File: config.mk
export PLATFORM = sky130hd
export DESIGN_NAME = vram_bus_arbiter
export DESIGN_NICKNAME = d
export VERILOG_FILES = /design/src/rtl/vram_map_pkg.sv /design/src/rtl/vram_bus_arbiter_arb2.sv /design/src/rtl/vram_bus_arbiter.sv
export SDC_FILE = /design/constraint.sdc
export NUM_CORES = 1
export LEC_CHECK = 0
export ABC_AREA = 1
export CORE_ASPECT_RATIO = 0.6
export CORE_MARGIN = 1
export CORE_UTILIZATION = 30
export DETAILED_ROUTE_END_ITERATION = 16
export PLACE_DENSITY = 0.67
export SLEW_MARGIN = 20
export SYNTH_ARGS = -nofsm -noshare
export SYNTH_HDL_FRONTEND = slang
export SYNTH_HIERARCHICAL = 1
export SYNTH_SLANG_ARGS = --single-unit
File: constraint.sdc
create_clock -name clk -period 1.92 [get_ports clk]
set_input_delay 0.384 -clock clk [delete_from_list [all_inputs] [get_ports clk]]
set_output_delay 0.384 -clock clk [all_outputs]
set_load 0.03 [all_outputs]
File: src/rtl/vram_map_pkg.sv
// vram_map_pkg: VRAM address map, default word counts and arbiter FSM encoding
package vram_map_pkg;
    localparam logic [11:0] V32_BASE = 12'h000;
    localparam logic [11:0] V8_BASE = 12'h800;
    localparam int SEL_BIT = 11;
    localparam int V32_WORDS_DEF = 1152;
    localparam int V8_WORDS_DEF = 1792;
    localparam logic [1:0] ST_IDLE = 2'd0;
    localparam logic [1:0] ST_ACCESS = 2'd1;
    localparam logic [1:0] ST_WAIT = 2'd2;
    localparam logic [1:0] ST_RESP = 2'd3;
    function automatic logic in_range(input logic [11:0] a, input int v32_words, input int v8_words);
        return a[SEL_BIT] ? int'(a[10:0]) < v8_words : int'(a[10:0]) < v32_words;
    endfunction
endpackage

File: src/rtl/vram_bus_arbiter_arb2.sv
// arb2: two-master grant select; round-robin with rr_last when VRAM_ARB_RR_EN is defined, else req0 priority
module arb2 (
    input  logic clk,
    input  logic reset,
    input  logic req0,
    input  logic req1,
    input  logic take,
    output logic g
);
`ifdef VRAM_ARB_RR_EN
    logic rr_last;
    assign g = req0 && req1 ? !rr_last : req1;
    always_ff @(posedge clk)
        if (reset) rr_last <= 1'b1;
        else if (take) rr_last <= g;
`else
    logic unused;
    assign unused = clk ^ reset ^ take;
    assign g = !req0 && req1;
`endif
endmodule

File: src/rtl/vram_bus_arbiter.sv
// vram_bus_arbiter: shares VRAM32/VRAM8 CPU ports between two masters via a 4-state access FSM
// Build option: VRAM_ARB_RR_EN selects round-robin arbitration instead of fixed priority.
module vram_bus_arbiter
    import vram_map_pkg::*;
#(
    parameter int V32_WORDS = V32_WORDS_DEF,
    parameter int V8_WORDS = V8_WORDS_DEF
) (
    input  logic        clk,
    input  logic        reset,
    input  logic        r0_req,
    input  logic        r0_we,
    input  logic [11:0] r0_addr,
    input  logic [31:0] r0_d,
    output logic [31:0] r0_q,
    output logic        r0_ack,
    input  logic        r1_req,
    input  logic        r1_we,
    input  logic [11:0] r1_addr,
    input  logic [31:0] r1_d,
    output logic [31:0] r1_q,
    output logic        r1_ack,
    output logic [10:0] vram32_addr,
    output logic [31:0] vram32_d,
    output logic        vram32_we,
    input  logic [31:0] vram32_q,
    output logic [10:0] vram8_addr,
    output logic [7:0]  vram8_d,
    output logic        vram8_we,
    input  logic [7:0]  vram8_q
);
    logic [1:0] state;
    logic take, g, gnt, lat_sel, lat_ok, req_we, ok;
    logic [11:0] req_addr;
    logic [31:0] req_d, rdata;
    assign take = state == ST_IDLE && (r0_req || r1_req);
    arb2 u_arb2 (.clk(clk), .reset(reset), .req0(r0_req), .req1(r1_req), .take(take), .g(g));
    assign req_addr = g ? r1_addr : r0_addr;
    assign req_we = g ? r1_we : r0_we;
    assign req_d = g ? r1_d : r0_d;
    assign ok = in_range(req_addr, V32_WORDS, V8_WORDS);
    assign rdata = !lat_ok ? '0 : lat_sel ? {24'b0, vram8_q} : vram32_q;
    // RAM ports are registered on the IDLE edge so they are valid throughout ACCESS and held afterwards
    always_ff @(posedge clk)
        if (reset) begin
            state <= ST_IDLE;
            gnt <= 1'b0;
            lat_sel <= 1'b0;
            lat_ok <= 1'b0;
            r0_q <= '0;
            r1_q <= '0;
            r0_ack <= 1'b0;
            r1_ack <= 1'b0;
            vram32_addr <= '0;
            vram32_d <= '0;
            vram32_we <= 1'b0;
            vram8_addr <= '0;
            vram8_d <= '0;
            vram8_we <= 1'b0;
        end else begin
            state <= take || state != ST_IDLE ? state + 2'd1 : state;
            vram32_we <= 1'b0;
            vram8_we <= 1'b0;
            r0_ack <= 1'b0;
            r1_ack <= 1'b0;
            if (take) begin
                gnt <= g;
                lat_sel <= req_addr[SEL_BIT];
                lat_ok <= ok;
                if (req_addr[SEL_BIT]) begin
                    vram8_addr <= req_addr[10:0];
                    vram8_d <= req_d[7:0];
                    vram8_we <= req_we && ok;
                end else begin
                    vram32_addr <= req_addr[10:0];
                    vram32_d <= req_d;
                    vram32_we <= req_we && ok;
                end
            end
            if (state == ST_WAIT) begin
                if (gnt) begin
                    r1_q <= rdata;
                    r1_ack <= 1'b1;
                end else begin
                    r0_q <= rdata;
                    r0_ack <= 1'b1;
                end
            end
        end
endmodule

* After elaboration in Yosys (flattened, before gate mapping)
Cells that the tools add are included.
** Word-level totals
- Word-level logic and storage cells :: 45
- Register bits :: 135
- Output and inout bits :: 130
** Operators by class
- $add $sub $neg :: 1
- Equality and inequality tests :: 1
- Bitwise gates (word level) :: 4
- Reduce and logical (&&, ||, !) cells :: 15
- Mux-type cells :: 8
- Order comparisons :: 2
** Operators with widths (number)
- 32-bit two-way mux :: 3
- 11-bit < comparator, second input constant :: 2
- 12-bit two-way mux :: 1
- 2-bit AND reduction :: 4
- 3-bit OR reduction :: 2
- 1-bit two-way mux :: 4
- 1-bit NOT :: 4
- 1-bit logical AND :: 3
- 2-bit by 1-bit adder with 2-bit output, second input constant :: 1
- 2-bit == test, second input constant :: 1
- 2-bit zero test :: 1
- 1-bit logical OR :: 2
- 2-bit nonzero test :: 1
- 2-bit OR reduction :: 1
- 1-bit zero test :: 1

* Logic depth before layout (Yosys ltp)
Gate-level depths: netlist of the first run.
- Depth after elaboration :: 6
- Mapped depth :: 10

* Modules after synthesis
Netlist of the first run, hierarchy kept.
** Modules (own cells, without submodules)
- vram_bus_arbiter :: times used 1, cells an instance 677, area each 5358.9 um^2
- arb2 :: times used 1, cells an instance 2, area each 10.0 um^2

* Least setup slack after synthesis of the first run
OpenSTA, ideal clock, no wires.
- Kind :: input -> register
- Start :: input r1_req
- End :: register vram32_d[12]
- Arrival :: 1.205 ns
- Path buffers :: 2
- Slack :: 0.596 ns
- Stages :: 6
- Cell sequence :: inv_1 -> nor2_2 -> buf_4 -> clkbuf_4 -> mux2i_1 -> o21ai_1
** Between the ends
- Cells in the longest elaborated chain, start to end :: 4
** Ends and longest elaborated chain
- start: declaration :: line vram_bus_arbiter.sv:17 : input logic r1_req,
- 1-bit logical AND (*) :: line vram_bus_arbiter_arb2.sv:19 : assign g = !req0 && req1;
- net g :: line vram_bus_arbiter.sv:33 : logic take, g, gnt, lat_sel, lat_ok, req_we, ok;
- 12-bit two-way mux :: line vram_bus_arbiter.sv:38 : assign req_addr = g ? r1_addr : r0_addr;
- 1-bit NOT (no source line)
- 2-bit AND reduction (no source line)
- end signal: assignment :: line vram_bus_arbiter.sv:76 : vram32_d <= req_d;
- end: declaration :: line vram_bus_arbiter.sv:24 : output logic [31:0] vram32_d,
The timed path passes the listed nets; every way through them passes the cells marked *.
A chain may end at the register's enable or synchronous reset.

* Final worst setup path of the first run
- Start :: register vram8_d[1]
- End :: output vram8_d[1]
** RTL lines
- start: declaration :: line vram_bus_arbiter.sv:28 : output logic [7:0] vram8_d,
- start signal: assignment :: line vram_bus_arbiter.sv:72 : vram8_d <= req_d[7:0];
No word-level cell between the ends.

==> flow_summary_export.csv, run 1 <==
group,metric,value,unit
timing,relSlewSlack,0.6899,
floorplanning,die_height,105.6,µm
detailed_routing,drc,0,
setup_path,max_stage_delay,690,ps
global_routing,grt_pass1_wl,27.89,mm
setup_path,cp_num_buf_inv,1,
detailed_routing,antenna_left,0,
flow_run,maxCapViolCount,0,
logic_synthesis,synthTopCellsByArea,"dfxtp_1, nand2_1, o21ai_0, mux2i_1, nand3_1",
place,dp.final_hpwl,12.66,mm
clock_network,cts_made_buffers,17,
logic_synthesis,synth_top_area_frac,0.5034,
clock_network,root_buffer,"clkbuf_16",
global_routing,grt_pass1_vias,5289,
detailed_routing,vias_per_cell,4.546,
pwr,power.switching,2.541,mW
setup_path,cpMaxStageDelayCell,"clkdlybuf4s50_1",
setup_path,worstSetupPathType,"flip-flop to output pin",
floorplanning,start_util,0.3101,
layout,mostFrequentLayoutCells,"clkdlybuf4s50_1, dfxtp_1, nand2_1",
pwr,combPwrFrac,0.238,
setup_path,crit_arrival,1470,ps
global_routing,antenna_found_initial,0,
logic_synthesis,syn_inst,679,
timing,clock_skew,15.02,ps
clock_network,clock_path_buffers,2,
logic_synthesis,syn_nets,815,
pwr,p_leak,3.678,nW
pwr,power_frac_seq,0.375,
detailed_routing,wl_per_cell,14.65,µm
logic_synthesis,ys_types,23,
pwr,p_per_area,942.7,mW/mm²
pwr,p_sw_frac,0.2992,
outcome,outcome,"completed",
floorplanning,rows,37,
global_routing,overflow,0,
layout,area_growth,67.82,%
timing,drv_slew,0,
detailed_routing,vias,5410,
global_routing,use_met1,0.2624,
place,routabilityCongestion,0.8256,
layout,nets,1079,
pwr,p_int,5.952,mW
layout,diodes,0,
timing,fin_crit,1856,ps
global_routing,grt_usage,0.1907,
setup_path,cp-end-kind,"output pin",
detailed_routing,wirelength,17.44,mm
layout,final_util,0.5204,
logic_synthesis,synth_area_per_cell,7.907,µm²
floorplanning,core-area,0.01731,mm²
logic_synthesis,syn-cell-area,0.005369,mm²
logic_synthesis,yosysWarnings,6,
setup_path,path_cells,"clkdlybuf4s50_1",
floorplanning,dieArea,0.01845,mm²
layout,n_fill_cell,1680,
setup_path,critPathMaxFanout,2,
setup_path,crit_family,"buffers and inverters",
clock_network,clk_pin_slew,70,ps
timing,holdWs,457.2,ps
timing,rsz0062_at_grt,"no",
clock_network,cts_sinks,135,
timing,finalSetupViolCount,0,
detailed_routing,drt_iter0_markers,349,
hold_path,hp-class,"flip-flop to flip-flop",
layout,final_common_cell,"clkdlybuf4s50_1",
timing,worst_pin_slew,464.4,ps
setup_path,cp_data_required_time,1540,ps
layout,layout-drive-gt1-share,0.07741,
clock_network,cts_tree,"done",
clock_network,cts.htree.levels,4,
timing,min_period_over_period,0.9666,
setup_path,startpoint_type,"flip-flop",
clock_network,cts_hold_buf,0,
clock_network,cts_resized,0,
timing,tns,0,ps
logic_synthesis,yosys.area.top_type,"dfxtp_1",
timing,fmax,538.8,MHz
logic_synthesis,ys_ff_latch,135,
place,port_buffers,263,
detailed_routing,drt_pre_antenna_iters,4,
floorplanning,die_w,174.7,µm
logic_synthesis,synth-seq-area-share,0.5034,
clock_network,clk_latency,410,ps
global_routing,top_usage_layer,"met2",
pwr,p_clk_frac,0.387,
clock_network,post_cts_buffers,0,
timing,hold_viol,0,
global_routing,grtUsageMet3,0.06818,
global_routing,grt_max_degree,65,
pwr,ir_drop,0.5377,mV
floorplanning,io_pins,264,
global_routing,gr-usage-met2,0.2877,
## routing by layer
metal  vias to the layer above  routed length (µm)
met2                       168                7234
met1                      2446                8710
li1                       2789                   -
met3                         7                1408
met4                         0                  82
met5                         -                   0
## sequential cells by signal (all words and copies together) (netlist names)
register     cells
gnt              1
lat_ok           1
lat_sel          1
r0_ack           1
r0_q            32
r1_ack           1
r1_q            32
state            2
vram32_addr     11
vram32_d        32
vram32_we        1
vram8_addr      11
vram8_d          8
vram8_we         1
## logic make-up after synthesis
| kind of cell | share of synthesized area |
|---|---|
| DFF | 0.5034 |
| muxes | 0.04474 |
| buffers and inverters | 0.08483 |
| AOI/OAI and AO/OA | 0.1944 |
| adders and majority gates | 0.004660 |
| and+or+nand+nor | 0.1680 |
## cells in the mapped netlist
cell	instances
a21oi_1	45
buf_1	1
buf_2	19
buf_4	7
clkbuf_1	20
clkbuf_4	1
dfxtp_1	135
ha_1	2
inv_1	53
inv_2	6
mux2i_1	24
nand2_1	125
nand2_2	1
nand3_1	47
nand3_2	1
nor2_1	42
nor2_2	3
nor3_1	1
o211ai_1	24
o21a_1	8
o21ai_0	69
o21ai_1	43
o21ai_2	2
## power by group through the flow
stage                     combinational [mW]  clock (mW)  sequential, mW
final                                   2.02        3.28            3.19
after global routing                    2.19        3.52            3.21
after CTS                               2.04        3.38            3.19
after detailed placement                2.03           0            3.24
after global placement                  2.03           0            3.24
after floorplan                        0.608           0            3.66
## area by class of cell
cell class,count,area (µm²),share of cell area
Clock buffer,20,456.7,0.05069
Clock inverter,12,141.4,0.01569
Inverter,59,222.7,0.02472
Multi-Input combinational cell,437,2221,0.2465
Sequential cell,135,2703,0.3000
Tap cell,234,292.8,0.03250
Timing Repair Buffer,293,2973,0.3300
## final timing paths
path / startpoint / to / slack [ps] / depth (start not counted)
worst max-delay path: vram8_d[1]$_SDFFE_PP0P_ / vram8_d[1] / 60 / 1
worst min-delay path: state[0]$_SDFFE_PP0P_ / state[0]$_SDFFE_PP0P_ / 460 / 1
worst max register to register: state[0]$_SDFFE_PP0P_ / vram8_addr[7]$_SDFFE_PP0P_ / 450 / 7
worst min register to register: state[0]$_SDFFE_PP0P_ / state[0]$_SDFFE_PP0P_ / 460 / 1
## per-stage QoR
step	setup slack (ps)	power [mW]	area, µm²	cells
after global placement	-19.90	5.266	8409	1158
after global routing	7.973	8.919	9010	1190
after floorplan	596.3	4.269	5369	679
after detailed placement	-53.89	5.277	8409	1158
final	64.10	8.494	9010	1190
after CTS	21.15	8.604	9007	1190
Note: power is estimated with default switching activity, not from simulation.
==> run 2, diff against run 1 <==
--- a/config.mk
+++ b/config.mk
@@ -9,6 +9,7 @@
 export CORE_ASPECT_RATIO = 0.6
 export CORE_MARGIN = 1
 export CORE_UTILIZATION = 30
+export CTS_CLUSTER_DIAMETER = 100
 export DETAILED_ROUTE_END_ITERATION = 16
 export PLACE_DENSITY = 0.67
 export SLEW_MARGIN = 20
==> results of run 2 <==
No change in the layout: final DEF, timing and power equal those of run 1.
